`src/rtl/core_pkg.sv`:
```
// Shared encodings for the multi-cycle core sequencer: FSM states, trap causes and access sizes.
package core_pkg;

  typedef enum logic [6:0] {
    StIdle      = 7'b000_0001,
    StFetch     = 7'b000_0010,
    StDecode    = 7'b000_0100,
    StExecute   = 7'b000_1000,
    StMemory    = 7'b001_0000,
    StWriteback = 7'b010_0000,
    StTrap      = 7'b100_0000
  } state_e;

  localparam logic [1:0] CauseIllegal   = 2'd0;
  localparam logic [1:0] CauseLMisalign = 2'd1;
  localparam logic [1:0] CauseSMisalign = 2'd2;

  localparam logic [1:0] SizeByte  = 2'd0;
  localparam logic [1:0] SizeHalf  = 2'd1;
  localparam logic [1:0] SizeWord  = 2'd2;
  localparam logic [1:0] SizeDword = 2'd3;

  // An access is misaligned when any address bit below its natural size is set.
  function automatic logic misaligned(input logic [2:0] addr, input logic [1:0] size);
    logic [2:0] mask;
    case (size)
      SizeByte: mask = 3'b000;
      SizeHalf: mask = 3'b001;
      SizeWord: mask = 3'b011;
      default:  mask = 3'b111;
    endcase
    return |(addr & mask);
  endfunction

endpackage

```
`src/rtl/core_lsu_lane.sv`:
```
// Byte-lane steering for the data port: byte enables, store replication and load extract/extend.
module core_lsu_lane import core_pkg::*; #(
  parameter int unsigned XLEN = 32
) (
  input  logic [1:0]                size_i,
  input  logic                      unsigned_i,
  input  logic [$clog2(XLEN/8)-1:0] lane_i,
  input  logic [XLEN-1:0]           store_data_i,
  input  logic [XLEN-1:0]           load_raw_i,
  output logic [XLEN/8-1:0]         be_o,
  output logic [XLEN-1:0]           wdata_o,
  output logic [XLEN-1:0]           load_data_o
);

  localparam int unsigned NumBytes = XLEN / 8;

  logic [NumBytes-1:0] size_mask;
  logic [XLEN-1:0]     shifted;
  logic [XLEN-1:0]     ext_mask;
  logic                sign_bit;

  always_comb begin
    shifted   = load_raw_i >> {lane_i, 3'b000};
    size_mask = '1;
    wdata_o   = store_data_i;
    ext_mask  = '1;
    sign_bit  = shifted[XLEN-1];
    case (size_i)
      SizeByte: begin
        size_mask = NumBytes'(8'h01);
        wdata_o   = {NumBytes{store_data_i[7:0]}};
        ext_mask  = XLEN'(8'hFF);
        sign_bit  = shifted[7];
      end
      SizeHalf: begin
        size_mask = NumBytes'(8'h03);
        wdata_o   = {(NumBytes / 2){store_data_i[15:0]}};
        ext_mask  = XLEN'(16'hFFFF);
        sign_bit  = shifted[15];
      end
      SizeWord: begin
        size_mask = NumBytes'(8'h0F);
        wdata_o   = {(NumBytes / 4){store_data_i[31:0]}};
        ext_mask  = XLEN'(32'hFFFF_FFFF);
        sign_bit  = shifted[31];
      end
      default: ;
    endcase
    be_o        = size_mask << lane_i;
    load_data_o = shifted & ext_mask;
    if (!unsigned_i && sign_bit) load_data_o = load_data_o | ~ext_mask;
  end

endmodule

```
`src/rtl/core_seq.sv`:
```
// Multi-cycle in-order core sequencer: fetch, decode, execute, memory and writeback with sticky traps.
module core_seq import core_pkg::*; #(
  parameter int unsigned     XLEN     = 32,
  parameter logic [XLEN-1:0] RESET_PC = '0
) (
  input  logic              CLK,
  input  logic              RST_N,
  output logic              I_REQ,
  output logic [XLEN-1:0]   I_ADDR,
  input  logic              I_ACK,
  input  logic [31:0]       I_RDATA,
  output logic [31:0]       INST,
  input  logic              DEC_LOAD,
  input  logic              DEC_STORE,
  input  logic              DEC_BRANCH,
  input  logic              DEC_JAL,
  input  logic              DEC_JALR,
  input  logic              DEC_RD_WE,
  input  logic              DEC_ILLEGAL,
  input  logic [2:0]        DEC_FUNCT3,
  input  logic              BR_TAKEN,
  input  logic [XLEN-1:0]   TGT_PC,
  input  logic [XLEN-1:0]   TGT_JALR,
  input  logic [XLEN-1:0]   ALU_RESULT,
  input  logic [XLEN-1:0]   RS2_DATA,
  output logic              D_REQ,
  output logic              D_WE,
  output logic [XLEN-1:0]   D_ADDR,
  output logic [XLEN-1:0]   D_WDATA,
  output logic [XLEN/8-1:0] D_BE,
  input  logic              D_ACK,
  input  logic [XLEN-1:0]   D_RDATA,
  output logic              RF_WE,
  output logic [XLEN-1:0]   RF_WDATA,
  output logic [XLEN-1:0]   PC,
  output logic              TRAP,
  output logic [1:0]        TRAP_CAUSE,
  output logic [XLEN-1:0]   TRAP_PC
);

  localparam int unsigned LaneW = $clog2(XLEN / 8);

  state_e          state_q, state_d;
  logic [XLEN-1:0] pc_q, alu_q, rs2_q, tgt_pc_q, tgt_jalr_q, ld_q, trap_pc_q;
  logic [31:0]     inst_q;
  logic [2:0]      funct3_q;
  logic [1:0]      trap_cause_q;
  logic            load_q, store_q, branch_q, jal_q, jalr_q, rd_we_q, br_taken_q, trap_q;

  logic            mem_op, bad_size, misalign, exec_trap;
  logic [1:0]      exec_cause;
  logic [XLEN-1:0] pc_plus4, pc_next;
  logic [XLEN/8-1:0] lane_be;
  logic [XLEN-1:0] lane_wdata, lane_load;

  // Exit checks run on the live decode inputs during EXECUTE.
  assign mem_op    = DEC_LOAD | DEC_STORE;
  assign bad_size  = mem_op && (DEC_FUNCT3[1:0] == SizeDword) && ((XLEN == 32) || DEC_FUNCT3[2]);
  assign misalign  = mem_op && misaligned(ALU_RESULT[2:0], DEC_FUNCT3[1:0]);
  assign exec_trap = DEC_ILLEGAL | bad_size | misalign;
  assign exec_cause = (DEC_ILLEGAL || bad_size) ? CauseIllegal :
                      DEC_LOAD                  ? CauseLMisalign : CauseSMisalign;

  always_comb begin
    state_d = state_q;
    unique case (state_q)
      StIdle:      state_d = StFetch;
      StFetch:     if (I_ACK) state_d = StDecode;
      StDecode:    state_d = StExecute;
      StExecute: begin
        if (exec_trap)   state_d = StTrap;
        else if (mem_op) state_d = StMemory;
        else             state_d = StWriteback;
      end
      StMemory:    if (D_ACK) state_d = StWriteback;
      StWriteback: state_d = StFetch;
      StTrap:      state_d = StTrap;
      default:     state_d = StIdle;
    endcase
  end

  always_ff @(posedge CLK or negedge RST_N) begin
    if (!RST_N) state_q <= StIdle;
    else        state_q <= state_d;
  end

  always_comb begin
    pc_plus4 = pc_q + XLEN'(4);
    if (jal_q || (branch_q && br_taken_q)) pc_next = tgt_pc_q;
    else if (jalr_q)                       pc_next = tgt_jalr_q;
    else                                   pc_next = pc_plus4;
  end

  always_ff @(posedge CLK or negedge RST_N) begin
    if (!RST_N) begin
      pc_q         <= RESET_PC;
      inst_q       <= '0;
      alu_q        <= '0;
      rs2_q        <= '0;
      tgt_pc_q     <= '0;
      tgt_jalr_q   <= '0;
      ld_q         <= '0;
      funct3_q     <= '0;
      load_q       <= 1'b0;
      store_q      <= 1'b0;
      branch_q     <= 1'b0;
      jal_q        <= 1'b0;
      jalr_q       <= 1'b0;
      rd_we_q      <= 1'b0;
      br_taken_q   <= 1'b0;
      trap_q       <= 1'b0;
      trap_cause_q <= '0;
      trap_pc_q    <= '0;
    end else begin
      if (state_q == StFetch && I_ACK) inst_q <= I_RDATA;
      if (state_q == StExecute) begin
        alu_q      <= ALU_RESULT;
        rs2_q      <= RS2_DATA;
        tgt_pc_q   <= TGT_PC;
        tgt_jalr_q <= TGT_JALR & ~XLEN'(1);
        br_taken_q <= BR_TAKEN;
        funct3_q   <= DEC_FUNCT3;
        load_q     <= DEC_LOAD;
        store_q    <= DEC_STORE;
        branch_q   <= DEC_BRANCH;
        jal_q      <= DEC_JAL;
        jalr_q     <= DEC_JALR;
        rd_we_q    <= DEC_RD_WE;
        if (exec_trap) begin
          trap_q       <= 1'b1;
          trap_cause_q <= exec_cause;
          trap_pc_q    <= pc_q;
        end
      end
      if (state_q == StMemory && D_ACK) ld_q <= lane_load;
      if (state_q == StWriteback) pc_q <= pc_next;
    end
  end

  core_lsu_lane #(
    .XLEN(XLEN)
  ) u_lane (
    .size_i      (funct3_q[1:0]),
    .unsigned_i  (funct3_q[2]),
    .lane_i      (alu_q[LaneW-1:0]),
    .store_data_i(rs2_q),
    .load_raw_i  (D_RDATA),
    .be_o        (lane_be),
    .wdata_o     (lane_wdata),
    .load_data_o (lane_load)
  );

  assign I_REQ      = (state_q == StFetch);
  assign I_ADDR     = pc_q;
  assign INST       = inst_q;
  assign D_REQ      = (state_q == StMemory);
  assign D_WE       = D_REQ & store_q;
  assign D_ADDR     = alu_q;
  assign D_WDATA    = D_REQ ? lane_wdata : '0;
  assign D_BE       = D_REQ ? lane_be : '0;
  assign RF_WE      = (state_q == StWriteback) & rd_we_q;
  assign RF_WDATA   = (jal_q || jalr_q) ? pc_plus4 : (load_q ? ld_q : alu_q);
  assign PC         = pc_q;
  assign TRAP       = trap_q;
  assign TRAP_CAUSE = trap_cause_q;
  assign TRAP_PC    = trap_pc_q;

endmodule

```
`config.mk`:
```
export PLATFORM = sky130hd
export DESIGN_NAME = core_seq
export DESIGN_NICKNAME = d
export VERILOG_FILES = /design/src/rtl/core_pkg.sv /design/src/rtl/core_lsu_lane.sv /design/src/rtl/core_seq.sv
export SDC_FILE = /design/constraint.sdc
export NUM_CORES = 1
export LEC_CHECK = 0
export CORE_ASPECT_RATIO = 0.5
export CORE_MARGIN = 5
export CORE_UTILIZATION = 50
export DETAILED_ROUTE_END_ITERATION = 16
export PLACE_DENSITY = 0.85
export SYNTH_ARGS = -nofsm -noshare
export SYNTH_HDL_FRONTEND = slang
export SYNTH_SLANG_ARGS = --single-unit
```
`constraint.sdc`:
```
create_clock -name CLK -period 4.5 [get_ports CLK]
set_input_delay 0.675 -clock CLK [delete_from_list [all_inputs] [get_ports CLK]]
set_output_delay 0.675 -clock CLK [all_outputs]
set_load 0.01 [all_outputs]
```
# Word-level counts from Yosys, hierarchy flattened

Cells that the tools add are included.

Register bits after elaboration: 275
Logic and storage cells: 79
Input port bits: 207

Reductions and logical operators: 16
$add $sub $neg: 1
Shift-type cells: 2
Bitwise logic cells: 9
Multiplexer cells: 19
Equality and inequality tests: 13

Operators with widths:

| kind                  | number |
|---|---|
| $mux 32               | 6 |
| $pmux 32 s2           | 2 |
| $pmux 7 s6            | 1 |
| $add 32x3->32 const B | 1 |
| $and 32x32->32        | 1 |
| $not 32->32           | 1 |
| $or 32x32->32         | 1 |
| $shr 32x5->32         | 1 |
| $mux 7                | 3 |
| $pmux 3 s3            | 1 |
| $pmux 4 s2            | 1 |
| $eq 7x1->1 const B    | 1 |
| $eq 7x2->1 const B    | 1 |
| $eq 7x3->1 const B    | 1 |
| $eq 7x4->1 const B    | 1 |
| $eq 7x5->1 const B    | 1 |
| $eq 7x6->1 const B    | 1 |
| $eq 7x7->1 const B    | 1 |
| $logic_and 1x1->1     | 6 |
| $mux 6                | 1 |
| $eq 2x1->1 const B    | 2 |
| $eq 2x2->1 const B    | 2 |
| $logic_not 2->1       | 2 |
| $mux 2                | 2 |
| 12 further kinds      | 19 |

# Depth between registers and ports, before layout

Gate-level depths: netlist (run 1).

Word-level depth: 8
Mapped depth: 9
Gate-level depth less buffers: 6

# By module

A second synthesis (run 1) with hierarchy kept.

Cells, all modules: 1,267
Area, all modules: 14,051.0 um^2

By module, submodules not included:

| module        | seq. area each (um^2) | area each (um^2) | cells an instance | instances |
|---|---|---|---|---|
| core_seq      | 6,882.9               | 12,738.5         | 1,087             | 1 |
| core_lsu_lane | 0.0                   | 1,312.5          | 180               | 1 |

# Worst setup path before layout (run 1)

OpenSTA, ideal clock, no wires.

Kind: register -> output
Start: register pc_q[4] (netlist: I_ADDR[4])
End: output port RF_WDATA[20]
Data required time: 3.825 ns
Slack: 2.123 ns
Arrival: 1.702 ns
Cell stages (with the launch flop): 9
Path through: dfrtp_1 -> buf_2 -> and4_1 -> buf_2 -> and2_1 -> buf_6 -> and3_1 -> xnor2_1 -> a21oi_1

Longest elaborated chain between the ends: 2

RTL lines:

| item                   | line            | text |
|---|---|---|
| start, declared        | core_seq.sv:44  | `logic [XLEN-1:0] pc_q, alu_q, rs2_q, tgt_pc_q, tgt_jalr_q, ld_q, trap_pc_q;` |
| start signal, assigned | core_seq.sv:136 | `if (state_q == StWriteback) pc_q <= pc_next;` |
| $add 32x3->32          | core_seq.sv:88  | `pc_plus4 = pc_q + XLEN'(4);` |
| $mux 32                | core_seq.sv:162 | `assign RF_WDATA = (jal_q \|\| jalr_q) ? pc_plus4 : (load_q ? ld_q : alu_q);` |
| end, declared          | core_seq.sv:34  | `output logic [XLEN-1:0] RF_WDATA,` |

Every way passes these cells.

# Final worst setup path (run 1)

Start: register state_q[1]
End: output port D_BE[2]

Longest elaborated chain between the ends: 2

RTL lines:

| item                   | line            | text |
|---|---|---|
| start, declared        | core_seq.sv:43  | `state_e state_q, state_d;` |
| start signal, assigned | core_seq.sv:83  | `if (!RST_N) state_q <= StIdle;` |
| start signal, assigned | core_seq.sv:84  | `else state_q <= state_d;` |
| $eq 7x5->1             | core_seq.sv:156 | `assign D_REQ = (state_q == StMemory);` |
| $mux 4                 | core_seq.sv:160 | `assign D_BE = D_REQ ? lane_be : '0;` |
| end, declared          | core_seq.sv:30  | `output logic [XLEN/8-1:0] D_BE,` |

Every way passes these cells.

==> qor.txt, run 1 <==
Avg Inst Size Synth -> 10.89 um^2
Crit path buffers/inverters -> 2
Warnings from Yosys -> 0
Post-synthesis net count -> 1,470
Synth area leader -> dfrtp_1
Largest cells by area after synthesis -> dfrtp_1 50%, mux2_2 16%, a21oi_1 4.8%, nand2_1 2.8%, mux2i_1 2.7%
RePlAce Congestion -> 0.9027
H-tree Lvls -> 1
Initial DRC count -> 994
Synth-to-layout area growth -> 37.89%
Initial Utilization -> 0.5138
Vias per Instance -> 5.767
Die area -> 31,100 um^2
Layout cell share with drive strength beyond 1 -> 0.1709
Worst path top cell family by delay -> buffers and inverters
Layout Nets -> 1,833
Final Max Slew Viols -> 0
R2R setup slack -> 1.49 ns
Async set-reset flop share out of synthesis -> 1.000
FMAX -> 0.2567 GHz
Fin. Hold Viols -> 0
Global-route wire length before repair -> 69.83 mm
Synth Flop Type -> dfrtp_1
Via count -> 11,528
Post-place setup slack -> 1.199 ns
Synthesized area -> 13,740 um^2
Lkg Pwr -> 8.025 nW
Post-synth top cells -> 274 x dfrtp_1, 200 x mux2_2, 133 x a21oi_1
Die Y -> 127.2 um
Tightest Hold Check Type -> in2async
Arr. time, crit path -> 3.22 ns
Post-DP HPWL -> 33.32 mm
Max Clock Skew -> 0.01283 ns
Final Cycle Share -> 0.8657
Area share of the largest cell type after synthesis -> 0.4990
Antenna violations before repair -> 3
Pin count of the biggest net entering global routing -> 140
Highest routed layer -> met4
TritonCTS buffer count -> 27
Final design utilization -> 0.7084
Total Power -> 0.01065 W
WL met1 -> 18.15 mm
Die X -> 244.5 um
CP peak stage delay -> 0.61 ns
I/O pins -> 442
Avg WL per Cell -> 22.71 um
Worst Tran Pin Value -> 1.155 ns
Placement row count -> 42
Reg2reg start -> state_q[1]
PD cells -> 562.1 nW/um^2
Crit-path cells -> nor3_2, nand4b_1, buf_4, a221oi_1, clkdlybuf4s50_1
Yosys reg bits -> 275
DRC -> 0
Critical R2R Capture -> ld_q[28]
Count leader, synth -> dfrtp_1
Req. time, crit path -> 3.83 ns
Setup ws final -> 0.6045 ns
Synth cell types -> 64
Crit end category -> primary output
Cts repair resizes -> 0
Aggregate global-route resource usage -> 0.2818
Clock Sink Count -> 275
R2R depth -> 6
TritonCTS clock tree -> done
Worst-Skew Late Latency -> 0.56 ns
Placed cells -> 1,948
CTS Hold Buffers Added -> 0
Outcome -> finished clean
Number of max-cap violations -> 0
Post-synth EDFFs -> 0
Slowest cell on the critical path -> clkdlybuf4s50_1
Worst-path fanout max -> 20
Post CTS Setup Buffer Count -> 0
Core area -> 26,750 um^2
Clock-pin slew of the registers on the worst-case setup and hold paths -> 0.07 ns
Max Buffers Root-to-Sink -> 3
Root Buffer -> clkbuf_16
Met3 wire length -> 2.881 mm
Startpoint Class -> flop
Post-synthesis sequential area ratio -> 0.5009
Cells after synthesis -> 1,262
Metal2 WL -> 22.95 mm
Drt pass-1 iters -> 5
RSZ-0062 raised after global routing -> no
Setup TNS -> 0 ns
Post-Route WL -> 45.41 mm
Slew Limit Headroom -> 0.2269
Crit path kind -> reg2out
Port-buffer cells -> 440
GRT overflow -> 0
Vias in the first global route -> 11,891
Finished Layout Cells -> 1,999
Routed Antenna Nets -> 0
Fillers -> 1,848
IR drop worst, VDD -> 0.0003454 V
Fin crit period -> 3.896 ns
Final setup vio count -> 0
==> report_power, final <==
group / total, W / internal (W) / leakage (nW) / switching, W
registers: 0.00413 / 0.00334 / 3.42 / 0.000790
logic: 0.00432 / 0.00232 / 4.19 / 0.00199
clock network: 0.00221 / 0.00120 / 0.407 / 0.00100
==> cells by family (layout without fill, tap and decap cells) <==
family | after synthesis | count (layout) | synth area share
and+or+nand+nor | 320 | 320 | 0.1221
adders and majority gates | 1 | 1 | 0.0009104
xor gates and xnor gates | 29 | 29 | 0.01848
DFF | 275 | 275 | 0.5009
buffers and inverters | 134 | 516 | 0.05081
AOI/OAI and AO/OA | 263 | 263 | 0.1127
muxes | 240 | 240 | 0.1941
other | 0 | 3 | 0
==> per-stage QoR <==
step | area [um^2] | hold WS, ns
global route | 18950 | 0.2686
CTS | 18940 | 0.2693
detailed placement | 18100 | 0.4552
finish | 18950 | 0.1861
global placement | 18100 | 0.4481
floorplan | 13740 | 0.3794
==> per-layer routing <==
metal / vias to the layer above / track usage
li1: 5194 / -
met4: 0 / 0.08372
met3: 90 / 0.05321
met2: 459 / 0.4963
met1: 5785 / 0.3594
met5: - / 0
==> cells in the final DEF (no fill, tap or decap), types with 4 or more instances in the layout <==
cell             instances
nand3_1                 24
mux2i_1                 37
and3_1                  20
and4_1                   4
o211ai_1                11
and2_1                  15
nand2_1                101
buf_4                   15
dfrtp_1                273
nor3_1                   6
clkdlybuf4s50_1        439
nor2_1                  73
nand4_1                 10
clkbuf_8                 6
a21oi_1                133
inv_1                   11
nand2b_1                 7
mux2_2                 200
clkbuf_1                 6
clkbuf_16               27
clkinv_2                 5
o21ai_0                 46
a211oi_1                31
xor2_1                  10
o2bb2ai_1                4
o31a_1                   5
xnor2_1                 19
o22ai_1                  9
nor2b_1                 33
==> state kept, by name (all words and copies together), names as in the netlist, 2 cells and up <==
name	cells
state_q	7
tgt_pc_q	32
ld_q	32
rs2_q	32
funct3_q	3
TRAP_CAUSE	2
I_ADDR	32
TRAP_PC	32
INST	32
tgt_jalr_q	31
D_ADDR	32
==> how the worst max path moves through the flow <==
| stage | start | endpoint | slack (ns) | cells after the start |
|---|---|---|---|---|
| floorplan | I_ADDR[4] | RF_WDATA[20] | 2.12 | 8 |
| global placement | I_ADDR[2] | RF_WDATA[30] | 1.29 | 6 |
| detailed placement | state_q[1] | D_WDATA[2] | 1.20 | 5 |
| CTS | state_q[1] | D_WDATA[2] | 0.59 | 5 |
| global route | state_q[1] | D_BE[2] | 0.35 | 5 |
| finish | state_q[1] | D_BE[2] | 0.60 | 5 |
==> layout make-up <==
| type | count | area (um^2) | share of cell area |
|---|---|---|---|
| Sequential cell | 275 | 6884 | 0.3633 |
| Multi-Input combinational cell | 853 | 6177 | 0.3260 |
| Timing Repair Buffer | 457 | 4562 | 0.2407 |
| Clock buffer | 39 | 780.7 | 0.04120 |
| Tap cell | 352 | 440.4 | 0.02324 |
| Clock inverter | 9 | 56.30 | 0.002971 |
| Inverter | 11 | 41.29 | 0.002179 |
| Antenna cell | 3 | 7.507 | 0.0003962 |
(Power assumes the default switching activity.)
==> run 2, diff against run 1 <==
--- a/config.mk
+++ b/config.mk
@@ -5,8 +5,8 @@
 export SDC_FILE = /design/constraint.sdc
 export NUM_CORES = 1
 export LEC_CHECK = 0
+export ABC_CLOCK_PERIOD_IN_PS = 4500
 export CORE_ASPECT_RATIO = 0.5
-export CORE_MARGIN = 5
 export CORE_UTILIZATION = 50
 export DETAILED_ROUTE_END_ITERATION = 16
 export PLACE_DENSITY = 0.85
==> run 2 against run 1 <==
Via count shrank 1.2%. Clock skew grew 0.0066 ns. Global-route usage grew 2.1 points. Critical endpoint is now RF_WDATA[27].
==> qor.txt, run 2 (synthesis gave the netlist of run 1 again) <==
Final Cycle Share -> 0.8556
Initial Utilization -> 0.5148
Final design utilization -> 0.7114
Port-buffer cells -> 440
TritonCTS clock tree -> done
Via count -> 11,389
Aggregate global-route resource usage -> 0.3032
Fin crit period -> 3.850 ns
Number of max-cap violations -> 0
Post CTS Setup Buffer Count -> 0
Routed Antenna Nets -> 0
Fillers -> 1,879
Die X -> 236.5 um
Layout Nets -> 1,833
Worst-Skew Late Latency -> 0.55 ns
Post-Route WL -> 43.16 mm
Max Clock Skew -> 0.01944 ns
Root Buffer -> clkbuf_16
Final Max Slew Viols -> 0
Commonest non-fill, non-tap cell in the layout -> clkdlybuf4s50_1
IR drop worst, VDD -> 0.0003309 V
Finished Layout Cells -> 1,999
Commonest non-fill, non-tap cells in the layout -> 439 x clkdlybuf4s50_1, 273 x dfrtp_1, 200 x mux2_2
H-tree Lvls -> 1
Vias in the first global route -> 11,469
Final setup vio count -> 0
RSZ-0062 raised after global routing -> no
TritonCTS buffer count -> 26
Die area -> 28,190 um^2
Tightest Hold Check Type -> in2async
Global-route wire length before repair -> 66.36 mm
Clock-pin slew of the registers on the worst-case setup and hold paths -> 0.07 ns
Synth-to-layout area growth -> 38.20%
Placed cells -> 1,949
Cts repair resizes -> 0
DRC -> 0
Setup TNS -> 0 ns
Startpoint Class -> flop
Initial DRC count -> 1,018
CTS Hold Buffers Added -> 0
GRT overflow -> 0
Layout cell share with drive strength beyond 1 -> 0.1709
Core area -> 26,700 um^2
Antenna violations before repair -> 3
Pin count of the biggest net entering global routing -> 140
Crit path kind -> reg2out
Avg WL per Cell -> 21.59 um
Clock Sink Count -> 275
Vias per Instance -> 5.697
Lkg Pwr -> 8.053 nW
Drt pass-1 iters -> 5
Crit end category -> primary output
FMAX -> 0.2597 GHz
Arr. time, crit path -> 3.18 ns
Worst Tran Pin Value -> 1.218 ns
PD cells -> 562.0 nW/um^2
Worst-path fanout max -> 9
RePlAce Congestion -> 0.9301
Req. time, crit path -> 3.83 ns
Die Y -> 119.2 um
I/O pins -> 442
Slew Limit Headroom -> 0.1860
Placement row count -> 42
Max Buffers Root-to-Sink -> 3
Post-DP HPWL -> 31.07 mm
Outcome -> finished clean
Fin. Hold Viols -> 0
run 2: changes by cell type in the layout (fill, tap and decap cells not counted):
cell	delta
clkinvlp_4	-3
clkbuf_8	+2
clkinv_2	-2
clkinv_4	+2
buf_4	+1
bufinv_16	+1
inv_6	-1
run 2: per-layer routing:
metal,wire length [um],GRT usage
met3,2445,0.04822
met1,18060,0.4046
met4,1144,0.08847
met2,21520,0.5127
met5,0,0
run 2: worst paths after layout:
| kind | start | end | slack, ns | cells after the start |
|---|---|---|---|---|
| worst max-delay path | I_ADDR[13] | RF_WDATA[27] | 0.65 | 6 |
| worst min-delay path | RST_N | TRAP_PC[3] | 0.21 | 1 |
| worst max register to register | state_q[1] | ld_q[26] | 1.72 | 7 |
| worst min register to register | TRAP | TRAP | 0.47 | 1 |
| max in group asynchronous | RST_N | INST[14] | 3.24 | 2 |
| min in group CLK | TRAP | TRAP | 0.47 | 1 |
run 2: layout make-up:
type | instances | area, um^2 | share of cell area
flip-flops and latches | 275 | 6884 | 0.3625
multi-input cells | 853 | 6177 | 0.3253
repair buffers | 458 | 4569 | 0.2406
clock buffers | 41 | 808.3 | 0.04256
well taps | 352 | 440.4 | 0.02319
clock inverters | 6 | 62.56 | 0.003294
inverters | 11 | 41.29 | 0.002174
diodes | 3 | 7.507 | 0.0003953
run 2: worst max-delay path: stages, from the launching register on:
cell	delay (ns)
dfrtp_1	0.54
nand4_1	0.28
nor3_2	0.47
nand3_1	0.24
xnor2_1	0.41
a21oi_1	0.13
clkdlybuf4s50_1	0.55
run 2: metrics by stage:
stage	worst slack [ns]	total power (W)	cell area (um^2)	hold slack [ns]
finish	0.6496	0.01067	18990	0.2067
global route	0.4702	0.01119	18990	0.2925
CTS	0.7023	0.01067	18980	0.2696
detailed placement	1.299	0.008387	18110	0.4560
global placement	1.335	0.008217	18110	0.4480
floorplan	2.123	0.006352	13740	0.3794
run 2: power breakdown:
part | switching [W] | total (W) | internal, W
sequential | 0.000776 | 0.00411 | 0.00333
clock | 0.000975 | 0.00226 | 0.00129
combinational | 0.00197 | 0.00430 | 0.00232
==> run 3, diff against run 2 <==
--- a/config.mk
+++ b/config.mk
@@ -5,9 +5,12 @@
 export SDC_FILE = /design/constraint.sdc
 export NUM_CORES = 1
 export LEC_CHECK = 0
+export ABC_AREA = 1
 export ABC_CLOCK_PERIOD_IN_PS = 4500
+export CELL_PAD_IN_SITES_DETAIL_PLACEMENT = 0
+export CELL_PAD_IN_SITES_GLOBAL_PLACEMENT = 1
 export CORE_ASPECT_RATIO = 0.5
-export CORE_UTILIZATION = 50
+export CORE_UTILIZATION = 36
 export DETAILED_ROUTE_END_ITERATION = 16
 export PLACE_DENSITY = 0.85
 export SYNTH_ARGS = -nofsm -noshare
==> run 3 against run 2 <==
Sequential power fell by 7.3%. Critical path depth is 1 higher. Combinational power is 26% lower. Global-route usage decreased by 5.3 points. Cell area rose by 2.0%. Clock skew down 0.0076 ns. Fmax is 0.75% higher. First-iteration DRC count up 12%. Power decreased by 12%. Critical path type unchanged. Critical endpoint is now RF_WDATA[10]. Highest routed layer unchanged.
==> qor.txt, run 3 <==
Port-buffer cells -> 440
Yosys reg bits -> 275
Critical R2R Capture -> ld_q[0]
Root Buffer -> clkbuf_16
Largest cells by area after synthesis -> dfrtp_1 49%, nand2_1 18%, nor2_1 5.2%, a21oi_1 4.9%, o21ai_0 4.8%
Max Clock Skew -> 0.01188 ns
Layout Nets -> 2,402
Global-route wire length before repair -> 76.80 mm
PD cells -> 483.0 nW/um^2
Via count -> 13,262
Area share of the largest cell type after synthesis -> 0.4891
Fin crit period -> 3.822 ns
Cells after synthesis -> 1,838
Register area -> 6883 um^2
Core area -> 37,850 um^2
Arr. time, crit path -> 3.15 ns
Synth area leader -> dfrtp_1
DRC -> 0
Multi-input logic area -> 5914 um^2
Cts repair resizes -> 0
Post-synthesis net count -> 2,046
Async set-reset flop share out of synthesis -> 1.000
Synthesized area -> 14,020 um^2
Fillers -> 3,695
Crit path kind -> reg2out
TritonCTS buffer count -> 27
H-tree Lvls -> 1
Worst-Skew Late Latency -> 0.55 ns
TritonCTS clock tree -> done
Synth-to-layout area growth -> 38.20%
Post-synth EDFFs -> 0
Post-synthesis sequential area ratio -> 0.4910
Initial Utilization -> 0.3704
Drt pass-1 iters -> 5
Placement row count -> 50
Post-place setup slack -> 1.277 ns
GRT overflow -> 0
Lkg Pwr -> 8.728 nW
CTS Hold Buffers Added -> 0
Commonest non-fill, non-tap cells in the layout -> 674 x nand2_1, 439 x clkdlybuf4s50_1, 274 x dfrtp_1
Final setup vio count -> 0
Synth cell types -> 48
Antenna violations before repair -> 4
Number of max-cap violations -> 0
Count leader, synth -> nand2_1
Commonest non-fill, non-tap cell in the layout -> nand2_1
Startpoint Class -> flop
Final Max Slew Viols -> 0
RePlAce Congestion -> 0.8936
Reg2reg start -> state_q[1]
Warnings from Yosys -> 0
Die X -> 281.1 um
Clock Sink Count -> 275
Slew Limit Headroom -> 0.2704
Req. time, crit path -> 3.83 ns
FMAX -> 0.2617 GHz
Vias in the first global route -> 12,601
Initial DRC count -> 1,137
I/O pins -> 442
Avg Inst Size Synth -> 7.627 um^2
Outcome -> finished clean
RSZ-0062 raised after global routing -> no
Die Y -> 141.5 um
Pin count of the biggest net entering global routing -> 110
Clock-pin slew of the registers on the worst-case setup and hold paths -> 0.07 ns
Layout cell share with drive strength beyond 1 -> 0.05287
Avg WL per Cell -> 18.55 um
Worst-path fanout max -> 35
R2R setup slack -> 1.48 ns
Fin. Hold Viols -> 0
Routed Antenna Nets -> 0
IR drop worst, VDD -> 0.0002822 V
Max Buffers Root-to-Sink -> 3
Synth Flop Type -> dfrtp_1
Post-synth top cells -> 675 x nand2_1, 274 x dfrtp_1, 194 x nor2_1
Post-Route WL -> 50.76 mm
Tightest Hold Check Type -> in2async
Final Cycle Share -> 0.8492
R2R depth -> 7
Post-DP HPWL -> 36.85 mm
Setup TNS -> 0 ns
Crit end category -> primary output
Aggregate global-route resource usage -> 0.2503
Setup ws final -> 0.6784 ns
Vias per Instance -> 4.845
Worst Tran Pin Value -> 1.093 ns
Die area -> 39,780 um^2
Post CTS Setup Buffer Count -> 0
-- run 3: worst max path at each step --
stage | cells after the start | start | slack [ns] | to
final | 7 | jal_q | 0.68 | RF_WDATA[10]
after global routing | 7 | jal_q | 0.50 | RF_WDATA[10]
after CTS | 7 | jal_q | 0.68 | RF_WDATA[10]
after detailed placement | 7 | jal_q | 1.28 | RF_WDATA[10]
after global placement | 7 | jal_q | 1.30 | RF_WDATA[10]
after floorplan | 9 | I_ADDR[3] | 2.25 | RF_WDATA[16]
-- run 3: report_power, final --
| group | total, W | internal, W | switching (W) |
|---|---|---|---|
| clock | 0.00235 | 0.00133 | 0.00101 |
| combinational | 0.00320 | 0.00141 | 0.00179 |
| sequential | 0.00381 | 0.00323 | 0.000573 |
-- run 3: routing by layer --
metal / share of wire / GRT usage / up-vias
met4: 0.018 / 0.05436 / 0
met3: 0.046 / 0.02717 / 58
met1: 0.44 / 0.3437 / 6349
met5: 0 / 0 / -
met2: 0.50 / 0.4266 / 344
li1: - / - / 6511
-- run 3: worst max-delay path, stage by stage, from the launching register on --
cell             delay, ns
dfrtp_1               0.37
nor2_2                0.04
buf_4                 0.22
inv_1                 0.83
buf_4                 0.29
a21oi_1               0.05
a22oi_1               0.20
clkdlybuf4s50_1       0.58
-- run 3: layout make-up --
class | instances | share of cell area
sequential | 275 | 0.3553
multi-input combinational | 1313 | 0.3053
timing repair buffer | 455 | 0.2347
clock buffer | 41 | 0.04120
tap | 520 | 0.03358
inverter | 122 | 0.02474
clock inverter | 7 | 0.004715
antenna | 4 | 0.0005167
-- run 3: per-stage QoR --
step                cell area (um^2)  instances  power [W]  utilization  hold WS [ns]
floorplan                      14020       1838   0.005503            -        0.3794
global placement               18470       2685   0.006975       0.4881        0.4525
global route                   19370       2737   0.009930       0.5119        0.2661
finish                         19370       2737   0.009357       0.5119        0.1974
CTS                            19360       2733   0.009420       0.5116        0.2258
detailed placement             18470       2685   0.007044       0.4881        0.4566
-- run 3: logic make-up after synthesis --
| group | after synthesis | share of synthesized area |
|---|---|---|
| buffers and inverters | 250 | 0.08836 |
| multiplexers | 12 | 0.008569 |
| XOR/XNOR | 7 | 0.004374 |
| AND/OR/NAND/NOR | 962 | 0.2810 |
| flip-flops | 275 | 0.4910 |
| adder cells (fa/ha/maj) | 1 | 0.0008924 |
| AO/OA/AOI/OAI | 331 | 0.1258 |
